## src/rtl/random_message_pair.sv

```systemverilog
// Two cooperating pseudo-random message agents: A emits a 4-bit message scrambled by
// B's last packet, B emits a 16-bit packet whose low nibble echoes A's last message.
module random_message_pair #(
   parameter logic [7:0]  SEED_A = 8'hA5,
   parameter logic [15:0] SEED_B = 16'hACE1
) (
   input  logic        clock,
   input  logic        reset,
   input  logic        enable,
   output logic [3:0]  message1_out,
   output logic [15:0] message2_out,
   output logic [7:0]  msg_count
);

   // An all-zero seed would lock the LFSR at zero forever, so it is replaced by 1.
   localparam logic [7:0]  SEED_A_EFF = (SEED_A == 8'h00)    ? 8'h01    : SEED_A;
   localparam logic [15:0] SEED_B_EFF = (SEED_B == 16'h0000) ? 16'h0001 : SEED_B;

   logic [7:0]  lfsr_a_reg, lfsr_a_next;
   logic [15:0] lfsr_b_reg, lfsr_b_next;
   logic [3:0]  message1_reg, message1_next;
   logic [15:0] message2_reg, message2_next;
   logic [7:0]  count_reg, count_next;

   logic [3:0] fold_chain [0:4];
   logic [3:0] fold;

   assign fold_chain[0] = 4'h0;

   genvar gi;
   generate
      for (gi = 0; gi < 4; gi++) begin : g_fold
         assign fold_chain[gi+1] = fold_chain[gi] ^ message2_reg[4*gi +: 4];
      end
   endgenerate

   assign fold = fold_chain[4];

   // Fibonacci taps: x^8+x^6+x^5+x^4+1 and x^16+x^14+x^13+x^11+1.
   always_comb begin
      lfsr_a_next   = {lfsr_a_reg[6:0],
                       lfsr_a_reg[7] ^ lfsr_a_reg[5] ^ lfsr_a_reg[4] ^ lfsr_a_reg[3]};
      lfsr_b_next   = {lfsr_b_reg[14:0],
                       lfsr_b_reg[15] ^ lfsr_b_reg[13] ^ lfsr_b_reg[12] ^ lfsr_b_reg[10]};
      message1_next = lfsr_a_reg[3:0] ^ fold;
      message2_next = {lfsr_b_reg[15:4], message1_reg};
      count_next    = count_reg + 8'd1;
   end

   always_ff @(posedge clock) begin
      if (reset) begin
         lfsr_a_reg   <= SEED_A_EFF;
         lfsr_b_reg   <= SEED_B_EFF;
         message1_reg <= 4'h0;
         message2_reg <= 16'h0000;
         count_reg    <= 8'h00;
      end else if (enable) begin
         lfsr_a_reg   <= lfsr_a_next;
         lfsr_b_reg   <= lfsr_b_next;
         message1_reg <= message1_next;
         message2_reg <= message2_next;
         count_reg    <= count_next;
      end
   end

   assign message1_out = message1_reg;
   assign message2_out = message2_reg;
   assign msg_count    = count_reg;

endmodule

```

## config.mk

```make
export PLATFORM = sky130hd
export DESIGN_NAME = random_message_pair
export DESIGN_NICKNAME = d
export VERILOG_FILES = /design/src/rtl/random_message_pair.sv
export SDC_FILE = /design/constraint.sdc
export NUM_CORES = 1
export LEC_CHECK = 0
export ABC_AREA = 0
export BUFFER_PORTS_ARGS = -buffer_cell sky130_fd_sc_hd__buf_2
export CAP_MARGIN = 10
export CORE_ASPECT_RATIO = 1.4
export CORE_MARGIN = 8
export CORE_UTILIZATION = 39
export CTS_BUF_LIST = sky130_fd_sc_hd__clkbuf_8
export DETAILED_ROUTE_END_ITERATION = 8
export PLACE_DENSITY_LB_ADDON = 0.3
export SLEW_MARGIN = 20
export SYNTH_ARGS = -nofsm -noshare
export SYNTH_HDL_FRONTEND = slang
export SYNTH_SLANG_ARGS = --single-unit
```

## constraint.sdc

```tcl
create_clock -name clock -period 1.72 [get_ports clock]
set_input_delay 0.258 -clock clock [delete_from_list [all_inputs] [get_ports clock]]
set_output_delay 0.258 -clock clock [all_outputs]
set_load 0.01 [all_outputs]
```

==> results of run 1 <==
-- stage by stage --
step	instance area (um2)	util, %	worst slack [ps]	cells	hold WS [ps]
after floorplan	2033	-	421.4	194	438.4
after global placement	2206	43.08	273.0	279	448.2
after detailed placement	2206	43.08	273.8	279	454.6
after CTS	2321	45.33	338.7	287	335.0
after global routing	2321	45.33	252.9	287	341.6
final	2321	45.33	351.1	287	343.3
-- worst max-delay path: cells and delay by family (launching register included) --
kind                       cells  cell delay (ps)
AOI/OAI and AO/OA              1              140
DFF                            1              410
and+or+nand+nor                2              560
adders and majority gates      1              200
-- layer usage --
metal	routed length, um	vias up	global-route usage, %
li1	-	711	-
met1	1704	671	11.10
met4	89	0	5.248
met2	1930	26	17.57
met5	0	-	0
met3	189	5	3.108
-- placed cells by master (no fill, tap or decap), drive strengths merged --
cell,instances
dfxtp,48
buf,35
nor2,29
mux2i,25
nor2b,13
a211o,12
xor2,9
nand3,6
xnor2,5
nand2b,5
clkbuf,5
xnor3,4
o221ai,4
or3b,3
nand2,3
a21oi,3
nand4,2
o21ai,2
or3,2
o31ai,1
or4,1
ha,1
inv,1
clkinvlp,1
bufinv,1
-- power groups by stage --
stage	Clock [mW]	Combinational, mW	Sequential [mW]
floorplan	0	0.242	1.28
global placement	0	0.326	1.29
detailed placement	0	0.328	1.29
CTS	0.870	0.330	1.26
global route	0.913	0.359	1.27
finish	0.843	0.322	1.26
-- layout make-up --
class | instances | share of cell area, %
clock inverter | 3 | 1.995
clock buffer | 5 | 2.965
multi-input combinational | 130 | 41.99
sequential | 48 | 41.40
timing repair buffer | 35 | 8.086
tap | 66 | 3.558
-- cell families (layout without fill, tap and decap cells) --
logic type      count (synthesis)  in the layout  synth area share, %
xor+xnor                       18             18                10.46
compound gates                 22             22                8.492
simple gates                   64             64                16.06
buf+inv                        16             43                4.800
fa+ha+maj                       1              1               0.6153
mux                            25             25                12.31
flops                          48             48                47.26
-- worst min path at each step --
stage / start / end / slack [ps]
6_report: reset / lfsr_b_reg[8] / 340
3_3_place_gp: lfsr_a_reg[6] / lfsr_a_reg[7] / 450
5_1_grt: reset / message2_out[12] / 340
3_5_place_dp: lfsr_a_reg[6] / lfsr_a_reg[7] / 450
2_1_floorplan: lfsr_a_reg[6] / lfsr_a_reg[7] / 440
4_1_cts: reset / lfsr_b_reg[12] / 340
==> qor.yml, run 1 <==
status:
  status: "complete, no violations"
clocking:
  cts.sinks: 48
  clk_pin_slew_ps: 90
  cts_tree: "done"
  ctsResizeCount: 0
  ctsHoldBuffers: 0
  cts_root_buf: "clkbuf_8"
  clockBufferDepth: 2
  post_cts_buffers: 0
  clock_latency_ps: 300
  cts_buffers: 5
  cts_max_level: 2
die:
  die-area_um2: 7813
  die_w_um: 77.03
  fp.dieH_um: 101.4
  initial_core_util_pct: 39.71
  ios: 31
  rows: 31
  core_area_um2: 5120
grt:
  antenna_found_initial: 0
  overflow: 0
  grt_max_degree: 32
  grt_pass1_wl_um: 6506
  grt_pass1_vias: 1373
  grt_util_all_layers_pct: 10.20
sta:
  slew_viol_final: 0
  finalCriticalPeriod_ps: 1369
  rsz0062_at_grt: "no"
  fin_setup_tns_ps: 0
  tightest_slew_ps: 377.6
  slew_headroom_pct: 74.83
  finalSetupViolations: 0
  hold_viol_final: 0
  fin_crit_sh_pct: 79.58
  clock.fmax_mhz: 730.5
  fin_skew_ps: 7.403
worst_setup_path:
  crit_path_start: "msg_count[1]"
  start_kind: "flip-flop"
  crit_type: "reg2reg"
  worst-endpoint-arrival_ps: 1610
  cp_slowest_cell: "dfxtp_1"
  reg2reg_from: "msg_count[1]"
  crit_end: "msg_count[6]"
  reg2reg_to: "msg_count[6]"
  endpoint_kind: "flip-flop"
  critPathRequiredTime_ps: 1960
  rr_worst_depth: 4
  path_max_fanout: 5
  worst-r2r-setup-slack_ps: 350
  crit_chain: "ha_1 > nand4_1 > or3_1 > a21oi_1"
  slowest_delay_ps: 410
route:
  drt.antenna.violating_nets: 0
  wl_per_cell_um: 13.63
  viasPerCell: 4.923
  routed-via-count: 1413
  wl_um: 3913
  route.detailed.drc: 0
  drt_iter0_drc: 78
  drtPass1Iterations: 4
pwr:
  p_sw_share_pct: 25.77
  power_frac_seq_pct: 51.9
  ir_drop_mv: 0.4003
  power.total_mw: 2.423
  leakagePower_nw: 1.062
  powerDensity_nw_per_um2: 1044
  internal_power_mw: 1.799
  power_frac_clock_pct: 34.8
  combPwrFrac_pct: 13.3
  switchingPower_uw: 624.5
synth:
  synth_top_area_cell: "dfxtp_1"
  synth-main-ff-cell: "dfxtp_1"
  yosys-top-cells-count: "dfxtp_1, nor2_1, mux2i_1"
  synthArstFlopShare_pct: 0
  syn_area_um2: 2033
  yosysTopAreaCellShare_pct: 47.26
  synth_area_leaders: "dfxtp_1, mux2i_1, nor2_1"
  post_synth_inst_count: 194
  syn_nets: 198
  ys_seq_area_share_pct: 47.26
  yosysMostFrequentCell: "dfxtp_1"
  syn_area_per_cell_um2: 10.48
  yosysUniqueCellTypes: 25
  ys.warnings.count: 0
  ys_ff_latch: 48
  synth_edf_count: 0
finish:
  diodes: 0
  finalNetCount: 224
  nFillCells: 525
  syn_to_final_growth_pct: 14.15
  drive_gt1_share_pct: 21.27
  largest_register_ffs: 16
  regArea_um2: 960.9
  multiInputGateArea_um2: 974.7
place:
  dp_hpwl_um: 2790
  port_buffers: 30
  place_congestion: 0.7097
job:
  drv_cap: 0
min_path:
  holdPathStages: 2
  worstHoldPathType: "in2reg"
Power figures use the tool's default switching activity.
==> inputs of run 2 (changes only) <==
clock period = 1.3 ns   (was 1.72 ns; I/O delays follow)
==> qor.yml, run 2 (synthesis gave the netlist of run 1 again) <==
status:
  status: "complete, no violations"
grt:
  grt_pass1_wl_um: 6982
  gr-usage-met2_pct: 17.97
  overflow: 0
  grt_pass1_vias: 1454
  grt_util_all_layers_pct: 10.93
  grt_use_met3_pct: 2.664
  grtUsageMet1_pct: 12.80
  busiest_layer: "met2"
  antenna_found_initial: 0
  grt_max_degree: 33
finish:
  mostFrequentLayoutCell: "dfxtp_1"
  layout_common_cells: "dfxtp_1, buf_2, nor2_1"
  syn_to_final_growth_pct: 17.78
  design_area_um2: 2395
  finalNetCount: 232
  diodes: 0
  largest_register_ffs: 16
  drive_gt1_share_pct: 26.64
  final_cells: 295
place:
  place_congestion: 0.7028
  dp_hpwl_um: 2845
  placed_cells: 286
  placed_area_um2: 2283
  port_buffers: 30
sta:
  slew_viol_final: 0
  slew_headroom_pct: 81.33
  finalCriticalPeriod_ps: 1207
  tightest_slew_ps: 279.1
  fin_crit_sh_pct: 92.83
  fin_skew_ps: 3.631
  hold_viol_final: 0
  finalSetupViolations: 0
  clock.fmax_mhz: 828.7
  rsz0062_at_grt: "no"
  fin_setup_tns_ps: 0
die:
  rows: 31
  ios: 31
  die-area_um2: 7813
  fp.dieH_um: 101.4
  initial_core_util_pct: 39.71
  core_area_um2: 5120
  die_w_um: 77.03
pwr:
  p_sw_share_pct: 25.67
  leakagePower_nw: 1.107
  internal_power_mw: 2.250
  powerDensity_nw_per_um2: 1264
  power.total_mw: 3.027
  switchingPower_uw: 776.9
  power_frac_clock_pct: 29.9
  power_frac_seq_pct: 54.8
  combPwrFrac_pct: 15.4
  ir_drop_mv: 0.7971
route:
  drt_iter0_drc: 78
  viasPerCell: 4.878
  route.detailed.drc: 0
  routed-via-count: 1439
  wl_um: 3887
  drtPass1Iterations: 4
  drt.antenna.violating_nets: 0
  wl_per_cell_um: 13.18
clocking:
  clock_latency_ps: 300
  clk_pin_slew_ps: 90
  cts_max_level: 2
  cts_tree: "done"
  cts_buffers: 5
  cts.sinks: 48
  clockBufferDepth: 2
  cts_root_buf: "clkbuf_8"
worst_setup_path:
  worst-endpoint-arrival_ps: 1430
  endpoint_kind: "flip-flop"
  crit_type: "reg2reg"
  start_kind: "flip-flop"
  path_max_fanout: 3
  rr_worst_depth: 3
  critPathRequiredTime_ps: 1520
job:
  drv_cap: 0
min_path:
  worstHoldPathType: "in2reg"
  holdPathStages: 2
==> run 2: repair_timing <==
item,4_1_cts,5_1_grt
endpoints found under the setup margin,1,2
resized for setup,1,6
hold buffers,0,0
setup buffers,0,1
pin swaps,0,2
==> run 2: final timing paths <==
check / slack [ps] / startpoint / end
worst max-delay path: 90 / message2_out[5] / message1_out[1]
worst min-delay path: 200 / reset / lfsr_a_reg[3]
worst max register to register: 90 / message2_out[5] / message1_out[1]
worst min register to register: 470 / lfsr_a_reg[6] / lfsr_a_reg[7]
==> run 2: final cells by class <==
cell class	instances	area, um2
clock inverter	2	10.01
timing repair buffer	43	272.8
tap	66	82.58
multi-input combinational	130	977.2
sequential	48	969.7
fill	518	2725
clock buffer	6	82.58
==> run 2: power by group through the flow <==
| stage | clock network (mW) | registers [mW] | logic (mW) |
|---|---|---|---|
| finish | 0.904 | 1.66 | 0.465 |
| global placement | 0 | 1.69 | 0.465 |
| floorplan | 0 | 1.70 | 0.320 |
| detailed placement | 0 | 1.70 | 0.471 |
| global route | 1.01 | 1.68 | 0.518 |
| CTS | 0.944 | 1.66 | 0.473 |
==> run 2: metrics by stage <==
stage | worst slack, ps | hold slack [ps] | util (%)
after floorplan | 1.424 | 425.9 | -
after global placement | 58.25 | 445.4 | 44.60
after detailed placement | 9.030 | 450.9 | 44.60
after CTS | 22.08 | 185.6 | 46.43
after global routing | 3.561 | 193.9 | 46.77
final | 93.23 | 195.6 | 46.77
==> run 2: critical path, cell delays in order, from the launching register on <==
cell and delay (ps):
dfxtp_1 340, xor2_1 200, or3b_2 450, o221ai_1 140
==> run 2: routing by layer <==
layer  wire length [um]  vias up  share of wire [%]
li1                   -      730                  -
met1               1766      676                 45
met2               1878       26                 48
met3                143        7                3.7
met4                 99        0                2.5
met5                  0        -                  0
==> inputs of run 3 (changes only) <==
ABC_CLOCK_PERIOD_IN_PS = 1300   (was not set)
CORE_MARGIN = 2   (was 8)
==> qor.yml, run 3 (synthesis gave the netlist of run 1 again) <==
clocking:
  clk_pin_slew_ps: 80
  clock_latency_ps: 300
  clockBufferDepth: 2
  cts.sinks: 48
  cts_tree: "done"
  cts_buffers: 5
  cts_root_buf: "clkbuf_8"
  cts_max_level: 2
finish:
  diodes: 0
  largest_register_ffs: 16
  drive_gt1_share_pct: 26.41
  layout_common_cells: "dfxtp_1, buf_2, nor2_1"
  utilization_pct: 47.63
  finalNetCount: 234
  mostFrequentLayoutCell: "dfxtp_1"
  syn_to_final_growth_pct: 19.94
  design_area_um2: 2439
  final_cells: 297
grt:
  grt_pass1_wl_um: 6230
  grt_use_met3_pct: 3.149
  grtUsageMet1_pct: 16.65
  gr-usage-met2_pct: 24.18
  overflow: 0
  grt_pass1_vias: 1361
  grt_max_degree: 25
  grt_util_all_layers_pct: 13.99
  busiest_layer: "met2"
  antenna_found_initial: 0
min_path:
  hold_end: "message1_out[1]"
  worstHoldPathType: "in2reg"
  min-delay-start: "reset"
  holdPathStages: 2
worst_setup_path:
  rr_worst_depth: 3
  critPathRequiredTime_ps: 1530
  path_buf_inv: 0
  crit_type: "reg2reg"
  worst-r2r-setup-slack_ps: 70
  endpoint_kind: "flip-flop"
  start_kind: "flip-flop"
  reg2reg_to: "msg_count[7]"
  reg2reg_from: "msg_count[3]"
  crit_chain: "nand3_2 > or4_1 > a21oi_1"
  path_max_fanout: 4
  worst-endpoint-arrival_ps: 1460
  slowest_delay_ps: 530
  cp_slowest_cell: "or4_1"
  path_delay_family: "simple AND/OR/NAND/NOR gates"
die:
  die_w_um: 65.03
  initial_core_util_pct: 39.71
  ios: 31
  fp.dieH_um: 89.43
  core_area_um2: 5120
  rows: 31
  die-area_um2: 5815
sta:
  slew_viol_final: 0
  rsz0062_at_grt: "no"
  finalCriticalPeriod_ps: 1233
  holdWs_ps: 267.6
  slew_headroom_pct: 74.61
  fin_skew_ps: 11.08
  clock.fmax_mhz: 811.1
  finalSetupViolations: 0
  fin_ws_ps: 67.11
  fin_crit_sh_pct: 94.84
  tightest_slew_ps: 380.0
  hold_viol_final: 0
  fin_setup_tns_ps: 0
route:
  drt_iter0_drc: 76
  drt.antenna.violating_nets: 0
  drtPass1Iterations: 4
  wl_per_cell_um: 12.69
  wl_um: 3770
  route.detailed.drc: 0
  routed-via-count: 1447
  viasPerCell: 4.872
pwr:
  leakagePower_nw: 1.129
  ir_drop_mv: 0.6746
  powerDensity_nw_per_um2: 1331
  power.total_mw: 3.245
place:
  pre_cts_slack_ps: 23.43
  dp_hpwl_um: 2720
  place_congestion: 0.6906
  placed_area_um2: 2298
  placed_cells: 288
  port_buffers: 30
job:
  drv_cap: 0
status:
  status: "complete, no violations"
## run 3: cell count changes in the layout (fill, tap and decap cells not counted), sizes merged
cell    before  now
buf         43   45
bufinv       0    1
clkinv       2    1
## run 3: repair_timing
action	4_1_cts	5_1_grt
buffers inserted	0	1
hold buffers	0	0
resized for setup	0	5
endpoints found under the setup margin	0	2
hold endpoints to repair	0	0
## run 3: routing by layer
layer	part of all wire, %	wire, um
met4	1.8	66
met5	0	0
met3	3.6	136
met2	50	1877
met1	45	1690
## run 3: how the worst max path moves through the flow
stage | cells after the start | endpoint | start | slack [ps]
CTS | 3 | msg_count[7] | msg_count[2] | 1
finish | 3 | msg_count[7] | msg_count[3] | 70
global route | 3 | msg_count[7] | msg_count[3] | 2
global placement | 4 | msg_count[6] | msg_count[1] | 70
floorplan | 4 | msg_count[6] | msg_count[0] | 1
detailed placement | 3 | msg_count[7] | msg_count[2] | 20
## run 3: power breakdown
part	switching (mW)	internal, mW	total, mW
registers	0.0882	1.57	1.66
clock network	0.495	0.629	1.12
logic	0.207	0.254	0.461
total	0.791	2.45	3.25
## run 3: cell type report
class | count | area, um2
clock inverter | 2 | 38.79
multi-input combinational | 130 | 979.7
clock buffer | 6 | 82.58
tap | 66 | 82.58
timing repair buffer | 45 | 287.8
sequential | 48 | 967.2
fill | 503 | 2681
